<file path="src/rtl/mem_access_ctrl_pkg.sv">
// Shared types and default constants for the CPU memory access path.
package mem_access_ctrl_pkg;

  typedef enum logic [2:0] {
    ST_IDLE    = 3'd0,
    ST_STROBE  = 3'd1,
    ST_WAIT    = 3'd2,
    ST_CAPTURE = 3'd3,
    ST_FAULT   = 3'd4
  } state_t;

  typedef enum logic [1:0] {
    REG_NONE = 2'd0,
    REG_ROM  = 2'd1,
    REG_RAM  = 2'd2
  } region_t;

  // Defaults used by the CPU top level address map.
  localparam int          DEF_ROM_ADDR_WIDTH = 11;
  localparam int          DEF_RAM_ADDR_WIDTH = 12;
  localparam logic [15:0] DEF_RAM_BASE       = 16'h0800;
  localparam int          DEF_RAM_WAIT       = 1;

endpackage

</file>
<file path="src/rtl/mem_region_decode.sv">
// Combinational address decoder: CPU address to region code and RAM offset.
// Compares are done in 17 bits so the end of the RAM window never wraps.
module mem_region_decode
  import mem_access_ctrl_pkg::*;
#(
  parameter int          romAddrWidth = DEF_ROM_ADDR_WIDTH,
  parameter int          ramAddrWidth = DEF_RAM_ADDR_WIDTH,
  parameter logic [15:0] ramBase      = DEF_RAM_BASE
) (
  input  logic [15:0]             addr,
  output region_t                 region,
  output logic [ramAddrWidth-1:0] ramOffset
);

  localparam logic [16:0] ROM_TOP = 17'(2 ** romAddrWidth);
  localparam logic [16:0] RAM_LO  = {1'b0, ramBase};
  localparam logic [16:0] RAM_HI  = RAM_LO + 17'(2 ** ramAddrWidth);

  // ROM takes priority; anything outside both windows is unmapped.
  always_comb begin
    region    = REG_NONE;
    ramOffset = ramAddrWidth'(addr - ramBase);
    if ({1'b0, addr} < ROM_TOP) begin
      region = REG_ROM;
    end else if (({1'b0, addr} >= RAM_LO) && ({1'b0, addr} < RAM_HI)) begin
      region = REG_RAM;
    end
  end

endmodule

</file>
<file path="src/rtl/mem_access_ctrl.sv">
// CPU memory access sequencer for the program ROM and the wait-stated RAM.
//
//  state      | meaning
//  -----------+---------------------------------------------------------
//  ST_IDLE    | waiting for cpuReq; cpuDone pulses here after completion
//  ST_STROBE  | one-cycle strobe to the selected memory
//  ST_WAIT    | RAM wait states, counted down by wait_cnt
//  ST_CAPTURE | memory data valid; registered into cpuDataOut on exit
//  ST_FAULT   | ROM write or unmapped address; returns 8'hFF with fault
module mem_access_ctrl
  import mem_access_ctrl_pkg::*;
#(
  parameter int          romAddrWidth  = DEF_ROM_ADDR_WIDTH,
  parameter int          ramAddrWidth  = DEF_RAM_ADDR_WIDTH,
  parameter logic [15:0] ramBase       = DEF_RAM_BASE,
  parameter int          ramWaitStates = DEF_RAM_WAIT
) (
  input  logic                    clk,
  input  logic                    reset,
  input  logic                    cpuReq,
  input  logic [15:0]             cpuAddr,
  input  logic                    cpuWrite,
  input  logic [7:0]              cpuDataIn,
  output logic                    cpuBusy,
  output logic                    cpuDone,
  output logic [7:0]              cpuDataOut,
  output logic                    cpuFault,
  output logic [romAddrWidth-1:0] romAddr,
  output logic                    romStrobe,
  input  logic [7:0]              romDataIn,
  output logic [ramAddrWidth-1:0] ramAddr,
  output logic                    ramStrobe,
  output logic                    ramWrite,
  output logic [7:0]              ramDataOut,
  input  logic [7:0]              ramDataIn
);

  if (int'(ramBase) < (2 ** romAddrWidth)) begin : g_bad_base
    $error("mem_access_ctrl: ramBase overlaps the ROM region");
  end
  if ((ramWaitStates < 0) || (ramWaitStates > 15)) begin : g_bad_wait
    $error("mem_access_ctrl: ramWaitStates must be 0..15");
  end

  localparam logic [3:0] WAIT_CNT = 4'(ramWaitStates);

  state_t                  state, state_next;
  region_t                 region_q, dec_region;
  logic                    write_q;
  logic [3:0]              wait_cnt;
  logic [ramAddrWidth-1:0] dec_offset;

  mem_region_decode #(
    .romAddrWidth(romAddrWidth),
    .ramAddrWidth(ramAddrWidth),
    .ramBase     (ramBase)
  ) u_decode (
    .addr     (cpuAddr),
    .region   (dec_region),
    .ramOffset(dec_offset)
  );

  assign cpuBusy = (state != ST_IDLE);

  // State register.
  always_ff @(posedge clk) begin
    if (reset) state <= ST_IDLE;
    else       state <= state_next;
  end

  // Next-state decode and memory strobes.
  always_comb begin
    state_next = state;
    romStrobe  = 1'b0;
    ramStrobe  = 1'b0;
    ramWrite   = 1'b0;
    case (state)
      ST_IDLE: begin
        if (cpuReq) begin
          if ((dec_region == REG_RAM) || ((dec_region == REG_ROM) && !cpuWrite))
            state_next = ST_STROBE;
          else
            state_next = ST_FAULT;
        end
      end
      ST_STROBE: begin
        romStrobe = (region_q == REG_ROM);
        ramStrobe = (region_q == REG_RAM);
        ramWrite  = (region_q == REG_RAM) && write_q;
        if ((region_q == REG_RAM) && (WAIT_CNT != 4'd0)) state_next = ST_WAIT;
        else                                             state_next = ST_CAPTURE;
      end
      ST_WAIT:    if (wait_cnt == 4'd0) state_next = ST_CAPTURE;
      ST_CAPTURE: state_next = ST_IDLE;
      ST_FAULT:   state_next = ST_IDLE;
      default:    state_next = ST_IDLE;
    endcase
  end

  // Request latch: addresses and write data stay stable for the whole access.
  always_ff @(posedge clk) begin
    if (reset) begin
      region_q   <= REG_NONE;
      write_q    <= 1'b0;
      romAddr    <= '0;
      ramAddr    <= '0;
      ramDataOut <= 8'h00;
    end else if ((state == ST_IDLE) && cpuReq) begin
      region_q   <= dec_region;
      write_q    <= cpuWrite;
      romAddr    <= cpuAddr[romAddrWidth-1:0];
      ramAddr    <= dec_offset;
      ramDataOut <= cpuDataIn;
    end
  end

  // Wait-state down-counter; loaded in STROBE so WAIT lasts WAIT_CNT cycles.
  always_ff @(posedge clk) begin
    if (reset) begin
      wait_cnt <= 4'd0;
    end else if ((state == ST_STROBE) && (WAIT_CNT != 4'd0)) begin
      wait_cnt <= WAIT_CNT - 4'd1;
    end else if ((state == ST_WAIT) && (wait_cnt != 4'd0)) begin
      wait_cnt <= wait_cnt - 4'd1;
    end
  end

  // Completion response: one-cycle cpuDone, data and fault held until next completion.
  always_ff @(posedge clk) begin
    if (reset) begin
      cpuDone    <= 1'b0;
      cpuFault   <= 1'b0;
      cpuDataOut <= 8'h00;
    end else begin
      cpuDone <= 1'b0;
      if (state == ST_CAPTURE) begin
        cpuDone    <= 1'b1;
        cpuFault   <= 1'b0;
        cpuDataOut <= (region_q == REG_ROM) ? romDataIn : ramDataIn;
      end else if (state == ST_FAULT) begin
        cpuDone    <= 1'b1;
        cpuFault   <= 1'b1;
        cpuDataOut <= 8'hFF;
      end
    end
  end

endmodule

</file>
<file path="config.mk">
export PLATFORM = sky130hd
export DESIGN_NAME = mem_access_ctrl
export DESIGN_NICKNAME = d
export VERILOG_FILES = /design/src/rtl/mem_access_ctrl_pkg.sv /design/src/rtl/mem_region_decode.sv /design/src/rtl/mem_access_ctrl.sv
export SDC_FILE = /design/constraint.sdc
export NUM_CORES = 1
export LEC_CHECK = 0
export BUFFER_PORTS_ARGS = -buffer_cell sky130_fd_sc_hd__buf_4
export CAP_MARGIN = 25
export CORE_ASPECT_RATIO = 1.4
export CORE_MARGIN = 3
export CORE_UTILIZATION = 40
export DETAILED_ROUTE_END_ITERATION = 16
export HOLD_SLACK_MARGIN = 0.06
export PLACE_DENSITY = 0.68
export SETUP_SLACK_MARGIN = 0.5
export SYNTH_ARGS = -nofsm -noshare
export SYNTH_HDL_FRONTEND = slang
export SYNTH_HIERARCHICAL = 1
export SYNTH_SLANG_ARGS = --single-unit
</file>
<file path="constraint.sdc">
create_clock -name clk -period 1.6 [get_ports clk]
set_input_delay 0.16 -clock clk [delete_from_list [all_inputs] [get_ports clk]]
set_output_delay 0.16 -clock clk [all_outputs]
set_load 0.02 [all_outputs]
</file>
### After elaboration in Yosys (flattened, before gate mapping)

Cells that the tools add are included.

| cells by class | value |
|---|---|
| $add $sub $neg | 2 |
| order comparisons | 3 |
| equal/unequal tests | 10 |
| multiplexer cells | 15 |
| reduce and logical (&&, ||, !) cells | 15 |

Operators by type and width:

| kind | number |
|---|---|
| $mux W8 | 3 |
| $ge A16 B12 Y1 const B | 1 |
| $lt A16 B12 Y1 const B | 1 |
| $lt A16 B13 Y1 const B | 1 |
| $sub A12 B12 Y12 const B | 1 |
| $mux W3 | 3 |
| $pmux W3 S3 | 1 |
| $eq A3 B2 Y1 const B | 2 |
| $mux W1 | 6 |
| $logic_and A1 B1 Y1 | 5 |
| $eq A2 B1 Y1 const B | 2 |
| $eq A2 B2 Y1 const B | 2 |
| $logic_not A4 Y1 | 1 |
| $mux W2 | 2 |
| $ne A2 B2 Y1 const B | 2 |
| $reduce_bool A4 Y1 | 1 |
| $reduce_or A2 Y1 | 2 |
| $sub A4 B1 Y4 const B | 1 |
| $eq A3 B1 Y1 const B | 1 |
| $eq A3 B3 Y1 const B | 1 |
| $logic_not A3 Y1 | 1 |
| $reduce_bool A3 Y1 | 1 |
| $reduce_and A2 Y1 | 1 |
| $reduce_bool A2 Y1 | 1 |
| other kinds (2) | 2 |

| word-level totals | value |
|---|---|
| register bits | 51 |
| bits of input ports | 44 |
| logic and storage cells | 55 |

### Logic depth before layout (Yosys ltp)

| logic depth | value |
|---|---|
| word-level depth | 10 |
| gate-level depth with buffers | 6 |
| gate-level depth less buffers | 6 |

### Cells and area by module

The synthesis kept the hierarchy.

Modules (own cells, without submodules):

| module | times used | cells each | area an instance (sq um) | seq. area each (sq um) |
|---|---|---|---|---|
| mem_access_ctrl | 1 | 256 | 2185.8 | 1021.0 |
| mem_region_decode | 1 | 16 | 120.1 | 0.0 |

### Least setup slack after synthesis

No wires, ideal clock.

| timing | value |
|---|---|
| kind | register to output |
| start point | register state[0] |
| end point | output port ramWrite |
| arrival time | 1398 ps |
| setup slack | 42 ps |
| stages on the path, launching flop included | 4 |
| buffers on the path | 0 |
| path through | dfxtp_1 > or3b_1 > nor2_2 > and2_1 |

| on the way | value |
|---|---|
| word-level cells in the longest chain between the ends | 2 |

Ends and longest elaborated chain:

| what | line | source |
|---|---|---|
| start: declaration | mem_access_ctrl.sv:47 | `state_t state, state_next;` |
| start signal: assignment | mem_access_ctrl.sv:68 | `else state <= state_next;` |
| $eq A3 B1 Y1 | mem_access_ctrl.sv:77 | `case (state)` |
| $mux W1 | mem_access_ctrl.sv:77 |  |
| end: declaration | mem_access_ctrl.sv:33 | `output logic ramWrite,` |

No other way between the ends.

### Worst setup path in the final report

| timing | value |
|---|---|
| start point | register state[2] |
| end point | output port ramWrite |

Same word-level chain as after synthesis.

==> results.md <==
* Cell Rows at 32
* R2r endpoint: region_q[0]
* Detail Placement HPWL at 3.86 mm
* Seq/Total Area, Yosys at 0.443
* Max_slew headroom at 0.735
* Share of layout cells above drive strength 1 at 0.556
* VDD IR max at 0.000633 V
* Syn_area_per_cell at 8.48 sq um
* Prevailing post-synth register cell: dfxtp_1
* Post-synthesis simple-gate area fraction at 0.237
* DR vias/cell at 4.99
* Clock Sinks at 51
* Syn Inst Count at 272
* Worst Max-Slew Pin Slew at 0.398 ns
* Most common cell after layout, fill and taps aside: buf_4
* Adder-cell share of the synthesized area at 0.00543
* Required time of the critical path at 1.44 ns
* Async SR Flop Fraction at 0
* Net count reported at finish at 411
* Area fraction in compound gates after synthesis at 0.172
* RePlAce Congestion at 0.769
* CTS tree: built
* Final core occ at 0.648
* Synth top area cells: dfxtp_1 (44%), nand2_1 (13%), a21oi_2 (6.5%)
* HP Start: cpuDataIn[1]
* Final setup viols at 0
* Largest net degree at the start of global routing at 31
* Status: complete, no violations
* Hold Vio Cnt, Final at 0
* RSZ-0062 raised after global routing: true
* H-tree depth at 2
* Initial antenna violation count at 0
* Yosys cell types at 36
* Post-route antenna net violation count at 0
* Top cell type's share of synthesized area at 0.443
* CTS Buf Count at 5
* Largest family of logic cells by synthesized area: simple AND/OR/NAND/NOR gates
* DRC at 0
* First-pass GRT wire length at 10.1 mm
* Finished Cell Area at 3610 sq um
* Slew Limit Fails at 0
* Initial core utilization at 0.414
* Max-Cap Viols at 0
* Clock root buffer: clkbuf_8
* Die height at 95.8 microns
* Worst min path class: primary input to flop
* IO Port Bufs at 88
* I/O pin count at 89
* # diodes at 0
* Tot Pwr at 3030 uW
* Synth warn at 6
* Min Tclk post-route at 1.57 ns
* Arr. time, crit path at 1.41 ns
* Grt ovf at 0
* CP Launch Type: flop
* Final WL at 6.63 mm
* Die ar. at 6720 sq um
* Most frequent cells in the layout: buf_4 (90), nand2_1 (56), dfxtp_1 (47)
* Pwr dens at 840 nW/um^2
* Post-synth top area cell: dfxtp_1
* Worst-skew pair later-pin latency at 0.30 ns
* Hold depth at 3
* DIE WIDTH at 70.2 microns
* Via count at 2171
* CP max FO at 3
* WL/cell at 15.2 microns
* Syn Std Cell Area at 2310 sq um
* Worst R2R Start: state[2]
* DP Area at 3030 sq um
* Syn_nets at 317
* Worst r2r path cells at 7
* Crit end category: output pin
* FF+latch count, synth at 51
* Fin Clk Skew at 0.00541 ns
* Vias in the first global route at 2178
* Fillers at 445
* Pre-antenna DRT Iters at 4
* Flop-to-flop setup slack at 0.05 ns
* Initial DRC count at 81
* Number of flops mapped to enable cells by yosys at 0
* Post-synthesis xor/xnor area fraction at 0.0152
* Fmax at 635 MHz
* Post-synthesis mux area share at 0.0434
* GR Util All Layers at 0.189
* Crit Path Category: flop to output pin
* Clock transition at path regs at 0.09 ns
* Period utilization at 0.984
* Leak pwr at 0.00154 uW
* Worst Hold Endpoint: ramDataOut[1]
* Core ar. at 5570 sq um
* Clock Tree Buf Depth at 2
* Layout area overhead at 56.5%
worst max-delay path, cell delays in order, from the launching register on:
cell and delay (ns):
dfxtp_4 0.35, or3b_4 0.42, nor2_4 0.10, and2_4 0.14, buf_6 0.10
kinds of logic (layout without fill, tap and decap cells):
| kind of cell | Yosys count | in the layout |
|---|---|---|
| fa+ha+maj | 1 | 1 |
| mux | 9 | 9 |
| simple gates | 118 | 119 |
| buf+inv | 30 | 124 |
| xor+xnor | 4 | 4 |
| flops | 51 | 51 |
| compound gates | 59 | 59 |
routing by layer:
layer,part of all wire,vias up,GRT usage
met5,0,-,0
met4,0.020,0,0.0479
met3,0.064,10,0.0491
met2,0.56,67,0.365
met1,0.36,1023,0.204
li1,-,1071,-
layout make-up:
type	instances	area [sq um]	share of cell area
Clock buffer	7	76.3	0.0212
Clock inverter	1	5.00	0.00139
Inverter	5	18.8	0.00520
Multi-Input combinational cell	192	1290	0.357
Sequential cell	51	1030	0.286
Tap cell	68	85.1	0.0236
Timing Repair Buffer	111	1100	0.305
worst max-delay path by stage:
| stage | cells after the start | start | end |
|---|---|---|---|
| 6_report | 4 | state[2] | ramWrite |
| 5_1_grt | 4 | state[2] | ramWrite |
| 4_1_cts | 4 | state[2] | ramWrite |
| 3_5_place_dp | 7 | cpuAddr[13] | state[0] |
| 3_3_place_gp | 6 | cpuAddr[13] | state[0] |
| 2_1_floorplan | 3 | state[0] | ramWrite |
power breakdown:
group | leakage, uW | internal (uW) | switching (uW)
sequential | 0.000421 | 1350 | 50.0
clock | 0.0000422 | 308 | 412
combinational | 0.00107 | 484 | 424
total | 0.00154 | 2140 | 886
synthesized netlist by cell type (2+ instances only):
cell and instances:
nand2_1 78, mux2_2 8, clkbuf_1 3, nand2_2 10, buf_4 11, dfxtp_1 51
buf_6 3, nor2b_1 3, nor2_2 2, a31oi_1 8, a21oi_2 17, xnor2_1 4
buf_1 2, nor3b_2 2, nor2_1 12, a21oi_1 20, buf_2 5, nand2b_1 2
and2_1 2, inv_1 5, o21ai_0 9
repair_timing:
action / 4_1_cts / 5_1_grt
setup endpoints to repair: 54 / 53
gates resized for setup: 35 / 14
hold buffers: 0 / 0
pin swaps: 7 / 1
gates cloned: 7 / 3
buffers inserted: 7 / 1
per-stage QoR:
stage	hold WS [ns]	worst slack, ns	setup TNS, ns	std cells
finish	0.101	0.0251	0	435
global route	0.0979	-0.0444	-0.0594	435
CTS	0.0954	0.00825	0	431
detailed placement	0.420	0.143	0	409
global placement	0.408	0.163	0	409
floorplan	0.296	0.307	0	272
flip-flops by register name (all words and copies together) (netlist names):
register,count
write_q,1
region_q,2
wait_cnt,4
ramDataOut,8
ramAddr,12
romAddr,11
cpuFault,1
cpuDataOut,8
state,3
cpuDone,1
Note: power is estimated with default switching activity, not from simulation.
